## src/rtl/axi_sram_burst_ctrl.sv

```systemverilog
// rtl/axi_sram_burst_ctrl.sv - AXI4 slave to single-port SRAM burst serialiser
module axi_sram_burst_ctrl #(
  parameter int ID_WIDTH        = 5,
  parameter int ADDR_WIDTH      = 64,
  parameter int DATA_WIDTH      = 64,
  parameter int SRAM_ADDR_WIDTH = 20
) (
  input  logic                       clk_i,
  input  logic                       rst_i,
  // write address
  input  logic [ID_WIDTH-1:0]        s_axi_awid,
  input  logic [ADDR_WIDTH-1:0]      s_axi_awaddr,
  input  logic [7:0]                 s_axi_awlen,
  input  logic [2:0]                 s_axi_awsize,
  input  logic [1:0]                 s_axi_awburst,
  input  logic                       s_axi_awvalid,
  output logic                       s_axi_awready,
  // write data
  input  logic [DATA_WIDTH-1:0]      s_axi_wdata,
  input  logic [DATA_WIDTH/8-1:0]    s_axi_wstrb,
  input  logic                       s_axi_wlast,
  input  logic                       s_axi_wvalid,
  output logic                       s_axi_wready,
  // write response
  output logic [ID_WIDTH-1:0]        s_axi_bid,
  output logic [1:0]                 s_axi_bresp,
  output logic                       s_axi_bvalid,
  input  logic                       s_axi_bready,
  // read address
  input  logic [ID_WIDTH-1:0]        s_axi_arid,
  input  logic [ADDR_WIDTH-1:0]      s_axi_araddr,
  input  logic [7:0]                 s_axi_arlen,
  input  logic [2:0]                 s_axi_arsize,
  input  logic [1:0]                 s_axi_arburst,
  input  logic                       s_axi_arvalid,
  output logic                       s_axi_arready,
  // read data
  output logic [ID_WIDTH-1:0]        s_axi_rid,
  output logic [DATA_WIDTH-1:0]      s_axi_rdata,
  output logic [1:0]                 s_axi_rresp,
  output logic                       s_axi_rlast,
  output logic                       s_axi_rvalid,
  input  logic                       s_axi_rready,
  // SRAM port
  output logic                       req_o,
  output logic                       we_o,
  output logic [SRAM_ADDR_WIDTH-1:0] addr_o,
  output logic [DATA_WIDTH/8-1:0]    be_o,
  output logic [DATA_WIDTH-1:0]      wdata_o,
  input  logic [DATA_WIDTH-1:0]      rdata_i
);

  localparam int NB  = DATA_WIDTH / 8;
  localparam int LNB = $clog2(NB);
  localparam int HI  = SRAM_ADDR_WIDTH + LNB;

  localparam logic [1:0] RESP_OKAY   = 2'b00;
  localparam logic [1:0] RESP_SLVERR = 2'b10;

  typedef enum logic [2:0] {
    IDLE,
    RD_REQ,
    RD_DATA,
    WR_DATA,
    WR_RESP
  } state_t;

  state_t                  state;
  logic                    prio_rd;
  logic [ID_WIDTH-1:0]     id_q;
  logic [ADDR_WIDTH-1:0]   addr_q;
  logic [7:0]              len_q;
  logic [2:0]              size_q;
  logic [1:0]              burst_q;
  logic [7:0]              cnt_q;
  logic                    err_q;
  logic                    rd_first_q;
  logic [DATA_WIDTH-1:0]   rdata_q;

  logic                    in_idle;
  logic                    both_valid;
  logic                    w_hs;
  logic                    beat_oor;
  logic                    beat_last;
  logic                    rd_req;
  logic                    wr_req;
  logic                    unused_ok;

  // Beat address after the current one, following the latched burst type.
  function automatic logic [ADDR_WIDTH-1:0] next_addr(
    input logic [ADDR_WIDTH-1:0] a,
    input logic [7:0]            len,
    input logic [2:0]            size,
    input logic [1:0]            burst
  );
    logic [ADDR_WIDTH-1:0] step;
    logic [ADDR_WIDTH-1:0] mask;
    logic [ADDR_WIDTH-1:0] inc;
    logic [ADDR_WIDTH-1:0] res;
    step = ADDR_WIDTH'(1) << size;
    mask = ((ADDR_WIDTH'(len) + ADDR_WIDTH'(1)) << size) - ADDR_WIDTH'(1);
    inc  = a + step;
    res  = inc;
    case (burst)
      2'b00: res = a;
      2'b10: begin
        // Only legal wrap lengths wrap; anything else degrades to INCR.
        if (len == 8'd1 || len == 8'd3 || len == 8'd7 || len == 8'd15)
          res = (a & ~mask) | (inc & mask);
      end
      default: res = inc;
    endcase
    return res;
  endfunction

  // Combinational handshake and SRAM strobes derived from the current state.
  assign in_idle    = (state == IDLE) && !rst_i;
  assign both_valid = s_axi_arvalid && s_axi_awvalid;
  assign s_axi_arready = in_idle && s_axi_arvalid && (!s_axi_awvalid || prio_rd);
  assign s_axi_awready = in_idle && s_axi_awvalid && (!s_axi_arvalid || !prio_rd);
  assign s_axi_wready  = (state == WR_DATA);

  assign w_hs      = s_axi_wready && s_axi_wvalid;
  assign beat_oor  = (addr_q >> HI) != '0;
  assign beat_last = (cnt_q == len_q);
  assign rd_req    = (state == RD_REQ) && !beat_oor;
  assign wr_req    = w_hs && !beat_oor;

  assign req_o   = rd_req || wr_req;
  assign we_o    = wr_req;
  assign addr_o  = req_o ? addr_q[HI-1:LNB] : '0;
  assign be_o    = wr_req ? s_axi_wstrb : (rd_req ? {NB{1'b1}} : '0);
  assign wdata_o = wr_req ? s_axi_wdata : '0;

  // First RD_DATA cycle passes the SRAM word straight through; later stall cycles replay the capture.
  assign s_axi_rvalid = (state == RD_DATA);
  assign s_axi_rdata  = (!s_axi_rvalid || beat_oor) ? '0 : (rd_first_q ? rdata_i : rdata_q);
  assign s_axi_rresp  = (s_axi_rvalid && beat_oor) ? RESP_SLVERR : RESP_OKAY;
  assign s_axi_rlast  = s_axi_rvalid && beat_last;
  assign s_axi_rid    = id_q;

  assign s_axi_bvalid = (state == WR_RESP);
  assign s_axi_bresp  = (s_axi_bvalid && err_q) ? RESP_SLVERR : RESP_OKAY;
  assign s_axi_bid    = id_q;

  // Burst length comes from the latched len; wlast carries no extra information.
  assign unused_ok = s_axi_wlast;

  // Transaction FSM: accepts one burst, steps its beats, issues the response.
  always_ff @(posedge clk_i or posedge rst_i) begin
    if (rst_i) begin
      state      <= IDLE;
      prio_rd    <= 1'b1;
      id_q       <= '0;
      addr_q     <= '0;
      len_q      <= '0;
      size_q     <= '0;
      burst_q    <= '0;
      cnt_q      <= '0;
      err_q      <= 1'b0;
      rd_first_q <= 1'b0;
      rdata_q    <= '0;
    end else begin
      case (state)
        IDLE: begin
          if (s_axi_arready) begin
            id_q    <= s_axi_arid;
            addr_q  <= s_axi_araddr;
            len_q   <= s_axi_arlen;
            size_q  <= s_axi_arsize;
            burst_q <= s_axi_arburst;
            cnt_q   <= '0;
            if (both_valid) prio_rd <= ~prio_rd;
            state   <= RD_REQ;
          end else if (s_axi_awready) begin
            id_q    <= s_axi_awid;
            addr_q  <= s_axi_awaddr;
            len_q   <= s_axi_awlen;
            size_q  <= s_axi_awsize;
            burst_q <= s_axi_awburst;
            cnt_q   <= '0;
            err_q   <= 1'b0;
            if (both_valid) prio_rd <= ~prio_rd;
            state   <= WR_DATA;
          end
        end
        RD_REQ: begin
          rd_first_q <= 1'b1;
          state      <= RD_DATA;
        end
        RD_DATA: begin
          rd_first_q <= 1'b0;
          if (rd_first_q) rdata_q <= rdata_i;
          if (s_axi_rready) begin
            if (beat_last) begin
              state <= IDLE;
            end else begin
              addr_q <= next_addr(addr_q, len_q, size_q, burst_q);
              cnt_q  <= cnt_q + 8'd1;
              state  <= RD_REQ;
            end
          end
        end
        WR_DATA: begin
          if (w_hs) begin
            if (beat_oor) err_q <= 1'b1;
            if (beat_last) begin
              state <= WR_RESP;
            end else begin
              addr_q <= next_addr(addr_q, len_q, size_q, burst_q);
              cnt_q  <= cnt_q + 8'd1;
            end
          end
        end
        WR_RESP: begin
          if (s_axi_bready) state <= IDLE;
        end
        default: state <= IDLE;
      endcase
    end
  end

endmodule
```

## config.mk

```make
export PLATFORM = sky130hd
export DESIGN_NAME = axi_sram_burst_ctrl
export DESIGN_NICKNAME = d
export VERILOG_FILES = /design/src/rtl/axi_sram_burst_ctrl.sv
export SDC_FILE = /design/constraint.sdc
export NUM_CORES = 1
export LEC_CHECK = 0
export ABC_AREA = 1
export CORE_AREA = 4 4 186 188
export CTS_BUF_LIST = sky130_fd_sc_hd__clkbuf_8
export DETAILED_ROUTE_END_ITERATION = 10
export DIE_AREA = 0 0 190 192
export GPL_TIMING_DRIVEN = 0
export MAX_ROUTING_LAYER = met4
export PLACE_DENSITY = 0.7
export SLEW_MARGIN = 20
export SYNTH_ARGS = -nofsm -noshare
export SYNTH_HDL_FRONTEND = slang
export SYNTH_SLANG_ARGS = --single-unit
```

## constraint.sdc

```tcl
create_clock -name clk_i -period 9.84 [get_ports clk_i]
set_input_delay 1.476 -clock clk_i [delete_from_list [all_inputs] [get_ports clk_i]]
set_output_delay 1.476 -clock clk_i [all_outputs]
set_load 0.02 [all_outputs]
```

==> run_results.csv <==
group,metric,value,unit
floorplanning,start_util,38.8,%
worst_setup_path,required,8360,ps
yosys,ys_seq_elements,160,
cells_and_area,nets,2890,
cells_and_area,mostFrequentLayoutCell,"clkdlybuf4s50_1",
hold_path,hold_class,"reg -> reg",
yosys,syn_inst,2065,
timing,slew_headroom,36.5,%
yosys,syn-cell-area,12900,sq um
detailed_routing,top_layer_used,"met4",
detailed_routing,postRouteAntennaNets,0,
global_routing,antenna_found_initial,5,
detailed_routing,drtIter0Drc,1190,
power,leakage,8.23,nW
cells_and_area,syn2layout_area_growth,45.3,%
yosys,synth.largest_area_cell,"dfrtp_1",
timing,fin_setup_tns,0,ps
clock_tree,cts_hold_buf,0,
worst_setup_path,path_max_fanout,10,
global_routing,grt_pass1_vias,15400,
yosys,syn_avg_cell_area,6.23,sq um
clock_tree,ctsResizeCount,0,
placement,gp_congestion,1.03,
timing,final.min_clock_period,6210,ps
floorplanning,chipHeight,192,um
yosys,synth_area_leaders,"dfrtp_1 31%, nand2_1 13%, nor2_1 12%, inv_1 7.5%, o21ai_0 7.2%",
placement,io_buffers,482,
yosys,async_reset_ff_share,100,%
timing,rsz0062_at_grt,"false",
timing,fin_crit_sh,63.1,%
outcome,run_status,"completed",
detailed_routing,drc,0,
clock_tree,clk_latency,490,ps
detailed_routing,dr_wl_met3,4.46,mm
clock_tree,h-tree-depth,4,
power,power_density,252,nW/um^2
floorplanning,core-area,33100,sq um
timing,tightest_slew,952,ps
clock_tree,cts_tree,"built",
clock_tree,cts-root-buf,"clkbuf_8",
worst_setup_path,cp-end-kind,"output pin",
cells_and_area,final_cell_mix,"482 x clkdlybuf4s50_1, 443 x nand2_1, 411 x nor2_1",
yosys,seq_area_frac_synth,31.2,%
power,ir_worst_vdd,0.133,mV
detailed_routing,drtPass1Iterations,5,
detailed_routing,wl_met1,24.8,mm
floorplanning,die_width,190,um
floorplanning,dieArea,36500,sq um
floorplanning,row_count,67,
timing,hold_violations,0,
yosys,synth_flop_cell,"dfrtp_1",
timing,finalSetupViolations,0,
cells_and_area,final_cells,3033,
yosys,yosys_warnings,0,
run,drv_cap,0,
global_routing,grt_overflow,0,
worst_setup_path,cp.arrival,4730,ps
global_routing,grt_max_degree,87,
detailed_routing,vias_per_cell,5.20,
placement,hpwl,48.6,mm
clock_tree,cts.clk_slew.worst_paths,120,ps
clock_tree,clk_path_buf_depth,2,
detailed_routing,vias,15800,
clock_tree,numCtsBuffers,17,
yosys,yosysTopAreaCellShare,31.0,%
yosys,ys_types,52,
worst_setup_path,rrSetupSlack,5490,ps
timing,report.final.slew_viol_count,0,
yosys,synth_edf_count,0,
power,p_total,4.71,mW
detailed_routing,dr_wl_met2,28.9,mm
floorplanning,pin_count,486,
detailed_routing,routedWlPerCell,19.7,um
global_routing,grt_pass1_wl,88.8,mm
detailed_routing,routed_wirelength,59.9,mm
clock_tree,cts_setup_buffers,0,
worst_setup_path,crit_path_start_kind,"input pin",
timing,clock_skew,24.4,ps
cells_and_area,drive_gt1_share,4.50,%
global_routing,grt_use_total,32.4,%
placement,dp.cells,2997,
clock_tree,cts.sinks,160,
timing,fmaxAchievable,161,MHz
worst_setup_path,path_class,"in -> out",
power breakdown:
group	total, mW	switching (mW)	leakage [nW]	internal [mW]
Combinational	2.96	1.98	6.10	0.981
Sequential	1.24	0.261	1.94	0.978
Clock	0.517	0.308	0.192	0.209
Total	4.71	2.54	8.23	2.17
area by class of cell:
type / instances / area, sq um
antenna: 5 / 12.5
buffer: 107 / 497
clock buffer: 17 / 234
clock inverter: 14 / 153
fill: 3286 / 14400
inverter: 273 / 1040
multi-input combinational: 1526 / 7330
sequential: 160 / 4010
tap: 448 / 561
timing repair buffer: 483 / 4850
per-stage QoR:
step | setup slack [ps] | area, sq um | hold slack [ps] | util [%]
floorplan | 4050 | 12900 | 452 | -
finish | 3630 | 18700 | 504 | 56.4
CTS | 3650 | 18700 | 501 | 56.4
global route | 3490 | 18700 | 537 | 56.4
global placement | 1340 | 18200 | 468 | 55.1
detailed placement | 3650 | 18300 | 474 | 55.2
path summary, 6_finish.rpt:
| check | start | to | cells past startpoint |
|---|---|---|---|
| max | rst_i | s_axi_arready | 7 |
| min | rdata_q[59] | rdata_q[59] | 2 |
| max reg2reg | size_q[1] | register | 23 |
| min reg2reg | rdata_q[59] | rdata_q[59] | 2 |
| max in group asynchronous | rst_i | asynchronous set/reset pin | 3 |
| min in group asynchronous | rst_i | cnt_q[3] | 2 |
cell usage after synthesis, types with 6 or more instances:
cell and instances:
nand2_2 7, nor4_1 17, nor2_4 6, buf_2 13, nor2_1 411, xor2_1 29
dfrtp_1 159, nand4_1 29, o211ai_1 56, o22ai_1 21, a21oi_1 61, inv_1 257
clkbuf_1 66, o21ai_0 186, inv_2 13, buf_1 12, o21ai_1 21, nand2_1 443
nand3_1 120, ha_1 13, a31oi_1 9, mux2i_1 13, nand3_2 7, buf_4 11
nor3_1 31
worst max-delay path: stages:
cell and delay [ps]:
clkdlybuf4s50_1 550, nor2_4 220, nand2_2 80, a21oi_4 210
clkbuf_1 710, clkbuf_1 720, clkdlybuf4s50_1 760
layer usage:
layer / vias to the layer above / track usage, %
met2: 602 / 53.5
met5: - / -
met3: 77 / 7.02
li1: 7662 / -
met1: 7443 / 40.2
met4: 0 / 9.79
kinds of logic after synthesis:
kind of cell / synth area share, %
other: 0.0292
DFF: 31.2
adders and majority gates: 1.42
and+or+nand+nor: 35.6
muxes: 1.10
xor gates and xnor gates: 2.32
AOI/OAI and AO/OA: 16.5
buffers and inverters: 11.9
No activity file was read; power rests on OpenSTA's default activity.
